[config.mk]
export PLATFORM = sky130hd
export DESIGN_NAME = midi_transmitter
export DESIGN_NICKNAME = d
export VERILOG_FILES = /design/src/rtl/midi_pkg.sv /design/src/rtl/midi_bit_timer.sv /design/src/rtl/midi_transmitter.sv
export SDC_FILE = /design/constraint.sdc
export NUM_CORES = 1
export LEC_CHECK = 0
export ABC_AREA = 1
export CAP_MARGIN = 20
export CORE_UTILIZATION = 40
export CTS_CLUSTER_DIAMETER = 60
export DETAILED_ROUTE_END_ITERATION = 16
export MAX_ROUTING_LAYER = met4
export PLACE_DENSITY = 0.66
export SYNTH_ARGS = -nofsm -noshare
export SYNTH_HDL_FRONTEND = slang
export SYNTH_SLANG_ARGS = --single-unit
[constraint.sdc]
create_clock -name CLK -period 3.2 [get_ports CLK]
set_input_delay 0.8 -clock CLK [delete_from_list [all_inputs] [get_ports CLK]]
set_output_delay 0.8 -clock CLK [all_outputs]
set_load 0.01 [all_outputs]
[src/rtl/midi_pkg.sv]
// Shared state type, frame constants and byte helper for the MIDI transmitter.
package midi_pkg;

  typedef enum logic [1:0] {
    IDLE,
    START_BIT,
    DATA_BITS,
    STOP_BIT
  } midi_state_e;

  localparam int   FRAME_BITS        = 10;
  localparam int   NUM_DATA_BITS     = 8;
  localparam logic START_LEVEL       = 1'b0;
  localparam logic STOP_LEVEL        = 1'b1;
  localparam int   DEFAULT_BIT_TICKS = 128;

  // MIDI data bytes are 7-bit; the top bit on the wire is always 0.
  function automatic logic [7:0] data7(input logic [7:0] b);
    return b & 8'h7F;
  endfunction

endpackage

[src/rtl/midi_bit_timer.sv]
// Bit-period timer: counts 0..TICKS-1 while enabled and strobes wrap on the last tick.
module midi_bit_timer #(
  parameter int TICKS = 128
) (
  input  logic CLK,
  input  logic RESET,
  input  logic en,
  output logic wrap
);

  localparam int W = (TICKS > 1) ? $clog2(TICKS) : 1;

  logic [W-1:0] cnt_q;

  assign wrap = en && (cnt_q == W'(TICKS - 1));

  always_ff @(posedge CLK or negedge RESET) begin
    if (!RESET)      cnt_q <= '0;
    else if (!en)    cnt_q <= '0;
    else if (wrap)   cnt_q <= '0;
    else             cnt_q <= cnt_q + 1'b1;
  end

endmodule

[src/rtl/midi_transmitter.sv]
// MIDI serial transmitter: sends STATUS/NOTE/VELOCITY as 8N1 frames, BIT_TICKS clocks per bit.
// Define MIDI_RUNNING_STATUS_EN to omit a status byte that repeats the previous message's.
//
// state     | meaning
// IDLE      | line high, waiting for START
// START_BIT | driving the 0 start bit of the current byte
// DATA_BITS | shifting out 8 data bits, LSB first
// STOP_BIT  | driving the 1 stop bit; then next byte or back to IDLE
module midi_transmitter
  import midi_pkg::*;
#(
  parameter int BIT_TICKS = DEFAULT_BIT_TICKS,
  parameter int MSG_BYTES = 3
) (
  input  logic       CLK,
  input  logic       RESET,
  input  logic       START,
  input  logic [7:0] STATUS,
  input  logic [7:0] NOTE,
  input  logic [7:0] VELOCITY,
  output logic       TX,
  output logic       BUSY,
  output logic       DONE
);

  localparam int               IDX_W    = (MSG_BYTES > 1) ? $clog2(MSG_BYTES) : 1;
  localparam logic [IDX_W-1:0] LAST_IDX = IDX_W'(MSG_BYTES - 1);

  midi_state_e      state_q, state_n;
  logic [7:0]       status_q, status_n;
  logic [7:0]       note_q, note_n;
  logic [7:0]       vel_q, vel_n;
  logic [7:0]       shift_q, shift_n;
  logic [7:0]       cur_byte;
  logic [2:0]       bit_cnt_q, bit_cnt_n;
  logic [IDX_W-1:0] byte_idx_q, byte_idx_n;
  logic             tx_q, tx_n;
  logic             done_q, done_n;
  logic             bit_wrap;
  logic             skip_status;

  midi_bit_timer #(.TICKS(BIT_TICKS)) u_bit_timer (
    .CLK  (CLK),
    .RESET(RESET),
    .en   (BUSY),
    .wrap (bit_wrap)
  );

`ifdef MIDI_RUNNING_STATUS_EN
  logic [7:0] last_status_q;

  assign skip_status = STATUS[7] && (STATUS == last_status_q);

  // Updated on the completion edge so a START in the DONE cycle already sees it.
  always_ff @(posedge CLK or negedge RESET) begin
    if (!RESET)      last_status_q <= 8'h00;
    else if (done_n) last_status_q <= status_q;
  end
`else
  assign skip_status = 1'b0;
`endif

  always_comb begin
    case (byte_idx_q)
      IDX_W'(0): cur_byte = status_q;
      IDX_W'(1): cur_byte = note_q;
      default:   cur_byte = vel_q;
    endcase
  end

  always_comb begin
    state_n    = state_q;
    status_n   = status_q;
    note_n     = note_q;
    vel_n      = vel_q;
    shift_n    = shift_q;
    bit_cnt_n  = bit_cnt_q;
    byte_idx_n = byte_idx_q;
    tx_n       = tx_q;
    done_n     = 1'b0;
    case (state_q)
      IDLE: if (START) begin
        status_n   = STATUS;
        note_n     = data7(NOTE);
        vel_n      = data7(VELOCITY);
        byte_idx_n = skip_status ? IDX_W'(1) : '0;
        bit_cnt_n  = '0;
        tx_n       = START_LEVEL;
        state_n    = START_BIT;
      end
      START_BIT: if (bit_wrap) begin
        tx_n      = cur_byte[0];
        shift_n   = cur_byte >> 1;
        bit_cnt_n = '0;
        state_n   = DATA_BITS;
      end
      DATA_BITS: if (bit_wrap) begin
        if (bit_cnt_q == 3'(NUM_DATA_BITS - 1)) begin
          tx_n    = STOP_LEVEL;
          state_n = STOP_BIT;
        end else begin
          tx_n      = shift_q[0];
          shift_n   = shift_q >> 1;
          bit_cnt_n = bit_cnt_q + 1'b1;
        end
      end
      STOP_BIT: if (bit_wrap) begin
        if (byte_idx_q == LAST_IDX) begin
          byte_idx_n = '0;
          done_n     = 1'b1;
          state_n    = IDLE;
        end else begin
          byte_idx_n = byte_idx_q + 1'b1;
          tx_n       = START_LEVEL;
          state_n    = START_BIT;
        end
      end
      default: state_n = IDLE;
    endcase
  end

  always_ff @(posedge CLK or negedge RESET) begin
    if (!RESET) begin
      state_q    <= IDLE;
      status_q   <= 8'h00;
      note_q     <= 8'h00;
      vel_q      <= 8'h00;
      shift_q    <= 8'h00;
      bit_cnt_q  <= '0;
      byte_idx_q <= '0;
      tx_q       <= STOP_LEVEL;
      done_q     <= 1'b0;
    end else begin
      state_q    <= state_n;
      status_q   <= status_n;
      note_q     <= note_n;
      vel_q      <= vel_n;
      shift_q    <= shift_n;
      bit_cnt_q  <= bit_cnt_n;
      byte_idx_q <= byte_idx_n;
      tx_q       <= tx_n;
      done_q     <= done_n;
    end
  end

  assign TX   = tx_q;
  assign BUSY = (state_q != IDLE);
  assign DONE = done_q;

endmodule

# == Word level (Yosys, flattened, before mapping) ==
# Cells that the tools add are included.
# classes
n_addsub,3
n_mul,0
div_mod_pow,0
order_cmp,0
n_eq_ne,14
n_shift,0
mux,33
bitwise_logic,0
reduce_logical,13
# ops
cell,n
$pmux W8 S2,2
$mux W8,3
$mux W2,8
$reduce_and A5 Y1,3
$mux W7,2
$ne A2 B2 Y1 const B,7
$mux W3,4
$mux W1,10
$pmux W3 S3,1
$pmux W2 S4,1
$add A7 B1 Y7 const B,1
$eq A7 B7 Y1 const B,1
$eq A2 B2 Y1 const B,3
$reduce_bool A2 Y1,3
$eq A2 B1 Y1 const B,2
$logic_not A2 Y1,2
$pmux W1 S4,1
$pmux W2 S2,1
$reduce_and A4 Y1,1
$add A3 B1 Y3 const B,1
$eq A3 B3 Y1 const B,1
$reduce_and A3 Y1,1
$reduce_bool A3 Y1,1
$add A2 B1 Y2 const B,1
2 further kinds,2
# word_totals
regBits,46
latch_bits,0
mem_bits_rw,0
romBits,0
input_bits,27
wordCells,73
mem_count,0

# == Longest topological paths before layout ==
# logic_depth
ltp_word,4
depth_mapped,10
ltp_nobuf,10

# == Cells and area by module ==
# A second synthesis with hierarchy kept.
# unflattened
cells_unflattened,233
hier_area_um2,2341.0
# by_module_without_submodules
module,n_inst,cells_per_inst,area_each_um2,seq_area_each_um2
midi_transmitter,1,194,2006.9,952.2
midi_bit_timer,1,39,334.1,175.2

# == Worst setup path before layout ==
# No wires, ideal clock.
# synth_timing
path_type,register -> output
from,reg state_q[0]
to,out BUSY
arrival_time_ps,897
t_required_ps,2400
path_slack_ps,1503
stages_incl_launch_ff,4
path_cell_list,dfrtp_1 inv_1 ha_1 inv_1
# synth_between
elab_chain_len,1
# synth_lines
element,line,source
from (decl),midi_transmitter.sv:29,"midi_state_e state_q, state_n;"
from (signal assigned),midi_transmitter.sv:134,state_q <= state_n;
$reduce_bool A2 Y1,midi_transmitter.sv:147,assign BUSY = (state_q != IDLE);
to (decl),midi_transmitter.sv:22,"output logic BUSY,"
# No other way between the ends.

# == Worst setup path in the final report ==
# Same ends and word-level chain as after synthesis.

==> summary.txt <==
CP Max Fanout: 6
Share of layout cells above drive strength 1: 0.0884
Row cnt: 26
Post-synthesis cell count: 264
Initial antenna violation count: 0
DRC Markers: 0
Leak: 1.27 nW
WL met3: 172 µm
Maximum vdd drop: 0.000412 V
CTS resizes: 0
Vias: 1699
Synth unique cells: 26
Minimum clock period: 2670 ps
WL met2: 1920 µm
Final worst-path cycle share: 0.833
Slew HR: 0.351
Netlist Area Pre-Place: 0.00219 mm²
Synth Flop Type: dfrtp_1
Comb pwr share: 0.375
Register area: 0.00113 mm²
Die ar.: 0.00578 mm²
Async set or reset register ratio after synthesis: 1.00
Synth Register Bits: 45
Highest routed layer: met4
Critical Path Most Common Cell: inv_1
Commonest cells in the netlist: nand2_1 (113), dfrtp_1 (44), inv_1 (16), nand3_1 (16), nor2_1 (11)
Power, Total: 0.00193 W
Switching power total: 0.000741 W
Internal power: 0.00119 W
Status: complete, no violations
Synth warnings: 0
Largest net degree at the start of global routing: 46
Crit path max-delay family: buffers and inverters
M1 WL: 1950 µm
Pwr dens: 743 mW/mm²
CTS sink count: 45
Non-Filler Instances: 364
HPWL after detailed placement: 2840 µm
CP endpoint kind: output pin
Wire length of the first global-routing pass: 7350 µm
Dominant cell type by area after synthesis: dfrtp_1
Vias in the first global route: 1662
Antenna Cells: 0
Least-Margin Pin Slew: 973 ps
Die Ht: 76.1 µm
Starting DRT DRC Count: 91
Setup-failing EPs final: 0
Clock buffer depth: 2
GP Congestion: 0.782
Syn Area/Cell: 8.31 µm²
Nets: 328
CTS Root Cell: clkbuf_8
I/O pins: 30
CP max-delay cell: clkdlybuf4s50_1
Seq/Total Area, Yosys: 0.514
Post-route clock skew: 4.62 ps
Clock-pin slew on the worst setup and hold paths: 80 ps
Worst EP arrival: 1870 ps
Max_cap viols: 0
RSZ-0062 raised after global routing: false
Cells along the critical path: inv_1 > ha_1 > inv_1 > clkdlybuf4s50_1
Multi-input logic area: 948 µm²
IO Port Bufs: 27
EDFF count, synth: 0
Placed Area: 0.00252 mm²
Die X: 76.1 µm
DRT Wirelength: 4080 µm
WP data required: 2400 ps
Cts-stage hold buffer count: 0
CTS Buf Count: 5
Crit Path Class: reg2out
Layout fillers: 532
WP buf/inv: 3
Starting density of the core: 0.421
Synth top area cells: dfrtp_1 (50%), nand2_1 (19%), ha_1 (4.6%)
Clk_lat worst skew: 300 ps
Tot GR Track Use: 0.164
Startpoint types: flip-flop
1st-pass router iterations: 4
Worst hold margin: 468 ps
Slew Viols, Final: 0
Final hold vios: 0
WL/cell: 11.2 µm
Clock network fraction of design power: 0.178
DR vias/cell: 4.67
Layout Area Growth over Synthesis: 18.4%
Switching share of power: 0.384
Crit-path max cell delay: 580 ps
CTS tree: built
Proportion of netlist area held by the largest area contributor: 0.502
Sequential Power Share: 0.447
Core footprint: 0.00520 mm²
Post-route cell area: 0.00260 mm²
Synthesized Nets: 299
Gr ovfl total: 0
HP Class: reg2reg
Top-count cell post-synth: nand2_1
TNS Setup: 0 ps
Post-CTS setup buffer count: 0
H-tree depth: 2
Placed insts: 356
Final ANT Viol Nets: 0
F_max: 375 MHz
==> worst min-delay path, cell delays in order (launching register included) <==
cell     delay [ps]
dfstp_2         370
nand2_1          50
o21ai_1          50
==> flip-flops by register name, indices dropped and copies added (netlist names) <==
register / count
bit_cnt_q: 3
vel_q: 7
state_q: 2
shift_q: 7
status_q: 8
byte_idx_q: 2
note_q: 7
TX: 1
u_bit_timer.cnt_q: 7
DONE: 1
==> stage by stage <==
| stage | utilization | setup WS (ps) |
|---|---|---|
| 2_1_floorplan | - | 1500 |
| 3_3_place_gp | 0.483 | 879 |
| 3_5_place_dp | 0.483 | 859 |
| 4_1_cts | 0.499 | 528 |
| 5_1_grt | 0.499 | 446 |
| 6_report | 0.499 | 533 |
==> worst paths after layout <==
check | from | endpoint | cells after the start | slack, ps
hold reg to reg | TX | TX | 2 | 470
min in group asynchronous | RESET | state_q[0] | 1 | 650
hold / removal | TX | TX | 2 | 470
setup / recovery | state_q[0] | BUSY | 4 | 530
max in group asynchronous | RESET | status_q[1] | 1 | 1940
setup reg to reg | state_q[0] | byte_idx_q[0] | 9 | 1330
==> placed cells by master (no fill, tap or decap) <==
cell type,instances
a21oi_1,9
buf_2,1
buf_4,2
clkbuf_1,3
clkbuf_8,5
clkdlybuf4s50_1,26
clkinv_4,1
dfrtp_1,44
dfstp_2,1
ha_1,8
inv_1,16
inv_2,1
nand2_1,113
nand2_2,4
nand3_1,16
nand3_4,2
nor2_1,11
nor2_2,2
nor2_4,2
nor3_1,2
nor3b_1,1
o21ai_0,8
o21ai_1,8
o21ai_2,5
o22ai_1,1
or2_1,1
xnor2_1,1
==> routing by layer <==
metal | vias up | GRT usage
met5 | - | -
met4 | 0 | 0.0404
met3 | 6 | 0.0431
met2 | 29 | 0.278
met1 | 773 | 0.193
li1 | 891 | -
==> kinds of logic after synthesis <==
family	share of synthesized area
flip-flops	0.514
adder cells (fa/ha/maj)	0.0456
buffers and inverters	0.0536
AND/OR/NAND/NOR	0.303
XOR/XNOR	0.00399
AO/OA/AOI/OAI	0.0799
==> final cells by class <==
| type | instances | share of cell area |
|---|---|---|
| sequential | 45 | 0.434 |
| multi-input combinational | 194 | 0.365 |
| tap | 70 | 0.0337 |
| clock buffer | 8 | 0.0308 |
| inverter | 18 | 0.0280 |
| timing repair buffer | 29 | 0.108 |
==> power groups by stage <==
| stage | Sequential [W] | Combinational, W | Clock (W) |
|---|---|---|---|
| 2_1_floorplan | 0.000845 | 0.000554 | 0 |
| 3_3_place_gp | 0.000868 | 0.000718 | 0 |
| 3_5_place_dp | 0.000875 | 0.000732 | 0 |
| 4_1_cts | 0.000865 | 0.000736 | 0.000353 |
| 5_1_grt | 0.000886 | 0.000849 | 0.000378 |
| 6_report | 0.000862 | 0.000724 | 0.000343 |
Power figures use the tool's default switching activity.
